**src/rtl/mimo_layer_merge.sv**
```systemverilog
// mimo_layer_merge: buffers up to four demapped byte streams in per-layer FIFOs and
// emits them as one layer-interleaved stream in strict round-robin order
// (layer 0, 1, ..., n_layers, 0, ...). Never skips a layer whose FIFO is empty.
//
// Ports:
//   clk, rst_n               clock, asynchronous active-low reset
//   flush                    synchronous clear (FIFOs, pointer, output, flags, counter)
//   n_layers[1:0]            active layers minus one; changes only with flush
//   in_data_k[7:0], in_valid_k  per-layer byte input, no backpressure (k = 0..3)
//   m_data[7:0], m_layer[1:0], m_valid, m_ready   merged output, valid/ready
//   in_ready                 almost-full flag toward the front end
//   overflow[3:0]            sticky per-layer drop flags
//   byte_cnt[15:0]           output bytes accepted since the last flush
`timescale 1ns / 1ps

module mimo_layer_merge #(
    parameter int unsigned DEPTH        = 16,
    parameter int unsigned AFULL_MARGIN = 4
) (
    input  logic       clk,
    input  logic       rst_n,
    input  logic       flush,
    input  logic [1:0] n_layers,
    input  logic [7:0] in_data_0,
    input  logic [7:0] in_data_1,
    input  logic [7:0] in_data_2,
    input  logic [7:0] in_data_3,
    input  logic       in_valid_0,
    input  logic       in_valid_1,
    input  logic       in_valid_2,
    input  logic       in_valid_3,
    output logic [7:0] m_data,
    output logic [1:0] m_layer,
    output logic       m_valid,
    input  logic       m_ready,
    output logic       in_ready,
    output logic [3:0] overflow,
    output logic [15:0] byte_cnt
);

    localparam int unsigned AW = $clog2(DEPTH);
    localparam int unsigned CW = AW + 1;
    localparam logic [CW-1:0] FullCnt  = CW'(DEPTH);
    localparam logic [CW-1:0] AfullCnt = CW'(DEPTH - AFULL_MARGIN);

    logic [7:0]    in_data [4];
    logic [3:0]    in_valid;
    logic [3:0]    active;

    logic [7:0]    mem_q [4][DEPTH];
    logic [AW-1:0] wr_ptr_q [4];
    logic [AW-1:0] wr_ptr_d [4];
    logic [AW-1:0] rd_ptr_q [4];
    logic [AW-1:0] rd_ptr_d [4];
    logic [CW-1:0] cnt_q [4];
    logic [CW-1:0] cnt_d [4];

    logic [1:0]    ptr_q, ptr_d;
    logic          m_valid_q, m_valid_d;
    logic [7:0]    m_data_q, m_data_d;
    logic [1:0]    m_layer_q, m_layer_d;
    logic [3:0]    overflow_q, overflow_d;
    logic [15:0]   byte_cnt_q, byte_cnt_d;

    logic          pop;
    logic [3:0]    pop_l;
    logic [3:0]    push_l;
    logic [3:0]    drop_l;
    logic [7:0]    head;

    // Input gathering and active-layer mask
    always_comb begin
        in_data[0] = in_data_0;
        in_data[1] = in_data_1;
        in_data[2] = in_data_2;
        in_data[3] = in_data_3;
        in_valid   = {in_valid_3, in_valid_2, in_valid_1, in_valid_0};
        unique case (n_layers)
            2'd0:    active = 4'b0001;
            2'd1:    active = 4'b0011;
            2'd2:    active = 4'b0111;
            default: active = 4'b1111;
        endcase
    end

    // Push/pop decisions; flush suppresses both so bytes in that cycle are discarded.
    always_comb begin
        pop   = !flush && (cnt_q[ptr_q] != '0) && (!m_valid_q || m_ready);
        pop_l = pop ? (4'b0001 << ptr_q) : 4'b0000;
        head  = mem_q[ptr_q][rd_ptr_q[ptr_q]];
        for (int l = 0; l < 4; l++) begin
            // A same-cycle pop on a full FIFO frees the slot being written.
            push_l[l] = !flush && active[l] && in_valid[l] &&
                        ((cnt_q[l] < FullCnt) || pop_l[l]);
            drop_l[l] = !flush && active[l] && in_valid[l] && !push_l[l];
        end
    end

    // Next-state logic
    always_comb begin
        for (int l = 0; l < 4; l++) begin
            wr_ptr_d[l] = wr_ptr_q[l] + AW'(push_l[l]);
            rd_ptr_d[l] = rd_ptr_q[l] + AW'(pop_l[l]);
            cnt_d[l]    = cnt_q[l] + CW'(push_l[l]) - CW'(pop_l[l]);
        end
        ptr_d      = ptr_q;
        m_valid_d  = m_valid_q;
        m_data_d   = m_data_q;
        m_layer_d  = m_layer_q;
        overflow_d = overflow_q | drop_l;
        byte_cnt_d = byte_cnt_q + 16'(m_valid_q && m_ready);

        if (pop) begin
            m_data_d  = head;
            m_layer_d = ptr_q;
            m_valid_d = 1'b1;
            ptr_d     = (ptr_q == n_layers) ? 2'd0 : ptr_q + 2'd1;
        end else if (m_ready) begin
            m_valid_d = 1'b0;
        end

        if (flush) begin
            for (int l = 0; l < 4; l++) begin
                wr_ptr_d[l] = '0;
                rd_ptr_d[l] = '0;
                cnt_d[l]    = '0;
            end
            ptr_d      = 2'd0;
            m_valid_d  = 1'b0;
            overflow_d = 4'b0000;
            byte_cnt_d = 16'd0;
        end
    end

    // Almost-full: only active layers count.
    always_comb begin
        in_ready = 1'b1;
        for (int l = 0; l < 4; l++) begin
            if (active[l] && (cnt_q[l] >= AfullCnt)) begin
                in_ready = 1'b0;
            end
        end
    end

    // Storage needs no reset; validity is tracked by the counts.
    always_ff @(posedge clk) begin
        for (int l = 0; l < 4; l++) begin
            if (push_l[l]) begin
                mem_q[l][wr_ptr_q[l]] <= in_data[l];
            end
        end
    end

    always_ff @(posedge clk or negedge rst_n) begin
        if (!rst_n) begin
            for (int l = 0; l < 4; l++) begin
                wr_ptr_q[l] <= '0;
                rd_ptr_q[l] <= '0;
                cnt_q[l]    <= '0;
            end
            ptr_q      <= 2'd0;
            m_valid_q  <= 1'b0;
            m_data_q   <= 8'd0;
            m_layer_q  <= 2'd0;
            overflow_q <= 4'b0000;
            byte_cnt_q <= 16'd0;
        end else begin
            for (int l = 0; l < 4; l++) begin
                wr_ptr_q[l] <= wr_ptr_d[l];
                rd_ptr_q[l] <= rd_ptr_d[l];
                cnt_q[l]    <= cnt_d[l];
            end
            ptr_q      <= ptr_d;
            m_valid_q  <= m_valid_d;
            m_data_q   <= m_data_d;
            m_layer_q  <= m_layer_d;
            overflow_q <= overflow_d;
            byte_cnt_q <= byte_cnt_d;
        end
    end

    assign m_data   = m_data_q;
    assign m_layer  = m_layer_q;
    assign m_valid  = m_valid_q;
    assign overflow = overflow_q;
    assign byte_cnt = byte_cnt_q;

endmodule
```
**config.mk**
```make
export PLATFORM = sky130hd
export DESIGN_NAME = mimo_layer_merge
export DESIGN_NICKNAME = d
export VERILOG_FILES = /design/src/rtl/mimo_layer_merge.sv
export SDC_FILE = /design/constraint.sdc
export NUM_CORES = 1
export LEC_CHECK = 0
export CORE_AREA = 2 2 207 209
export DETAILED_ROUTE_END_ITERATION = 16
export DIE_AREA = 0 0 209 211
export DONT_BUFFER_PORTS = 1
export GPL_ROUTABILITY_DRIVEN = 0
export GPL_TIMING_DRIVEN = 1
export MAX_ROUTING_LAYER = met4
export PLACE_DENSITY = 0.82
export SYNTH_ARGS = -nofsm -noshare
export SYNTH_HDL_FRONTEND = slang
export SYNTH_SLANG_ARGS = --single-unit
```
**constraint.sdc**
```tcl
create_clock -name clk -period 11 [get_ports clk]
set_clock_uncertainty 0.05 [all_clocks]
set_input_delay 2.2 -clock clk [delete_from_list [all_inputs] [get_ports clk]]
set_output_delay 2.2 -clock clk [all_outputs]
set_load 0.01 [all_outputs]
```
==> metrics.csv <==
stage,metric,value,unit
placed_design,I/O Buffers,0,
synthesis,Syn Inst Count,1323,
setup_path,WP data arrival,5.74,ns
pwr,Power Dens Cells,217,nW/um^2
timing,"Hold Vio Cnt, Final",0,
synthesis,Post-Synth Adder-Cell Area,0.0285,
timing,relative slew slack,0.197,
cts,Post-CTS Resized,0,
worst_hold_path,HP Class,register to register,
setup_path,Crit Path Category,register to register,
grt,GRT Util Overall,0.303,
route,per-cell routed wire length,31.8,um
grt,vias in the first global route,13800,
status,status,"finished, final reports clean",
synthesis,prevailing post-synth register cell,edfxtp_1,
timing,slew at the pin closest to its max-slew limit,1.20,ns
grt,first-pass GRT wire length,92100,um
route,WL final,62400,um
timing,WHS,0.491,ns
cts,Num CTS Buffers,57,
grt,initial antenna violation count,1,
finish,synthesis-to-finish area growth,12.0,%
timing,Period minus WS final,5.29,ns
synthesis,synth warn,0,
finish,fraction of final layout cells sized beyond drive strength 1,0.230,
cts,Skew-Pair Late Insertion Delay,0.62,ns
synthesis,synthesized area per cell,18.7,sq um
timing,crit share post-route,0.480,
route,drt pass-1 iters,5,
timing,max-slew violations,0,
die,io pins,74,
setup_path,"Cell Chain, Critical Path",buf_4 > inv_1 > ha_1 > a21oi_2 > or2_2 > ha_1 > inv_1 > ha_1 > fa_1 > a21o_1 > a21oi_1 > xor2_1 > nor2_1,
route,via count,13400,
pwr,Max VDD drop,0.178,mV
setup_path,Setup crit end kind,register,
cts,Post-CTS Setup Repair Bufs,0,
pwr,Total Power,6.02,mW
synthesis,Synth Net Count,1419,
setup_path,Worst path most repeated cell,ha_1,
synthesis,mux cell area share after synthesis,0.156,
setup_path,CP Data Required Time,11.45,ns
die,Die Wd,209,um
setup_path,startpoint types,register,
grt,GRT overflow,0,
route,vias per cell,6.80,
synthesis,sequential area share after synthesis,0.708,
pwr,LEAKAGE,9.11,nW
cts,root buffer cell,clkbuf_16,
cts,CTS tree,yes,
synthesis,Post-Synth XOR/XNOR Area,0.0145,
cts,clock-pin slew on the worst setup and hold paths,0.06,ns
setup_path,max incr delay on CP,1.11,ns
synthesis,ys async rst share,0.142,
synthesis,#FFs+latches synth,597,
cts,CTS Buffer Depth,3,
finish,post-layout util,0.664,
timing,FMAX,189,MHz
run,Max-Cap Viols,0,
finish,"commonest cells after routing, fill and taps aside","512 x edfxtp_1, 131 x mux4_2, 88 x mux2i_1",
route,Routed Antenna Nets,0,
route,# DRC,0,
synthesis,post-synthesis compound-gate area fraction,0.0268,
cts,Sink Count,597,
die,Die ar.,44100,sq um
synthesis,Synth Area in Simple Gates,0.0484,
die,core area,41800,sq um
synthesis,largest family of logic cells by synthesized area,multiplexers,
setup_path,critical path peak fanout,73,
die,initial core utilization,0.592,
grt,largest net degree at the start of global routing,86,
synthesis,Mapped Area,24700,sq um
timing,Sum Neg Setup Slack,0,ns
cts,H-Tree Depth,2,
placed_design,HPWL after DPL,37200,um
die,Die Y,211,um
cts,CTS hold repair buffers,0,
synthesis,Post-synth EDFFs,512,
timing,RSZ-0062 raised after global routing,false,
route,First DRT Iteration DRCs,1758,
finish,fillers,2534,
synthesis,Netlist cell types,58,
finish,"commonest non-fill, non-tap cell in the layout",edfxtp_1,
finish,nets@finish,1471,
die,Rows,75,
setup_path,Slowest cell on crit path,dfrtp_4,
timing,# setup viols final,0,
==> cell usage after synthesis, types with 4 or more instances <==
master | count | area share
edfxtp_1 | 512 | 0.62
mux4_2 | 132 | 0.12
mux2i_1 | 88 | 0.036
dfrtp_1 | 85 | 0.086
nor2_1 | 51 | 0.0077
ha_1 | 50 | 0.025
inv_1 | 35 | 0.0053
nor4_1 | 33 | 0.0083
nor2b_1 | 31 | 0.0078
nor3_1 | 28 | 0.0057
buf_2 | 27 | 0.0055
xor2_1 | 24 | 0.0085
clkbuf_1 | 19 | 0.0029
nand2_1 | 18 | 0.0027
xnor2_1 | 17 | 0.0060
a22oi_1 | 16 | 0.0049
nand2b_1 | 16 | 0.0040
o21ai_0 | 16 | 0.0032
nand3_1 | 14 | 0.0028
buf_1 | 13 | 0.0020
a21oi_1 | 11 | 0.0022
a21o_1 | 8 | 0.0024
a32oi_1 | 8 | 0.0028
or3_1 | 7 | 0.0018
a221oi_1 | 5 | 0.0018
and2_1 | 4 | 0.0010
fa_1 | 4 | 0.0032
or2_2 | 4 | 0.0010
or4_1 | 4 | 0.0012
==> area by class of cell <==
type                       instances  area (sq um)  area share
antenna                            1          2.50   0.0000903
clock buffer                      70          1560      0.0562
clock inverter                    38           394      0.0142
inverter                          38           143     0.00515
multi-input combinational        623          6990       0.252
sequential                       597         17500       0.632
tap                              539           674      0.0243
timing repair buffer              58           435      0.0157
==> cell families (layout without fill, tap and decap cells) <==
logic type | Yosys count | count (layout)
flops | 597 | 597
simple gates | 223 | 223
mux | 220 | 220
buf+inv | 103 | 204
compound gates | 85 | 85
fa+ha+maj | 54 | 54
xor+xnor | 41 | 41
other cells | 0 | 1
==> state kept, by name, indices dropped and copies added (netlist names) <==
register and cells:
wr_ptr_q 16, rd_ptr_q 16, m_data 8, m_valid 1, overflow 4, m_layer 2
mem_q 512, ptr_q 2, byte_cnt 16, cnt_q 20
==> worst max-delay path: cells and delay by family (launching register included) <==
| kind | cells | cell delay, ns |
|---|---|---|
| DFF | 1 | 1.11 |
| and+or+nand+nor | 2 | 0.31 |
| AOI/OAI and AO/OA | 3 | 1.27 |
| xor gates and xnor gates | 1 | 0.16 |
| buffers and inverters | 3 | 1.21 |
| adders and majority gates | 4 | 1.00 |
==> stage by stage <==
| stage | setup slack (ns) | cell area (sq um) | cells |
|---|---|---|---|
| after floorplan | 5.99 | 24700 | 1323 |
| after global placement | 5.86 | 25800 | 1855 |
| after detailed placement | 5.75 | 25800 | 1855 |
| after CTS | 5.66 | 27700 | 1963 |
| after global routing | 5.45 | 27700 | 1963 |
| final | 5.71 | 27700 | 1964 |
==> path summary, 6_finish.rpt <==
| check | from | to | slack, ns | depth (start not counted) |
|---|---|---|---|---|
| setup / recovery | ptr_q[1]$_DFFE_PN0P_ | cnt_q[14]$_DFF_PN0_ | 5.71 | 13 |
| hold / removal | rd_ptr_q[15]$_DFF_PN0_ | rd_ptr_q[15]$_DFF_PN0_ | 0.49 | 2 |
| setup reg to reg | ptr_q[1]$_DFFE_PN0P_ | cnt_q[14]$_DFF_PN0_ | 5.71 | 13 |
| hold reg to reg | rd_ptr_q[15]$_DFF_PN0_ | rd_ptr_q[15]$_DFF_PN0_ | 0.49 | 2 |
| max in group asynchronous | rst_n | wr_ptr_q[15]$_DFF_PN0_ | 9.52 | 0 |
| min in group asynchronous | rst_n | byte_cnt[8]$_DFF_PN0_ | 1.22 | 0 |
==> where the power goes <==
group          internal, mW  total [mW]  switching, mW
clock network          1.19        2.03          0.841
logic                 0.628        1.31          0.685
registers              2.53        2.68          0.152
total                  4.35        6.02           1.68
==> metal layers <==
metal | track usage | wire length [um] | vias up
met1 | 0.391 | 22200 | 6788
met3 | 0.0636 | 7010 | 208
li1 | - | - | 5393
met4 | 0.136 | 3110 | 0
met5 | - | 0 | -
met2 | 0.473 | 30100 | 966
Power figures use the tool's default switching activity.
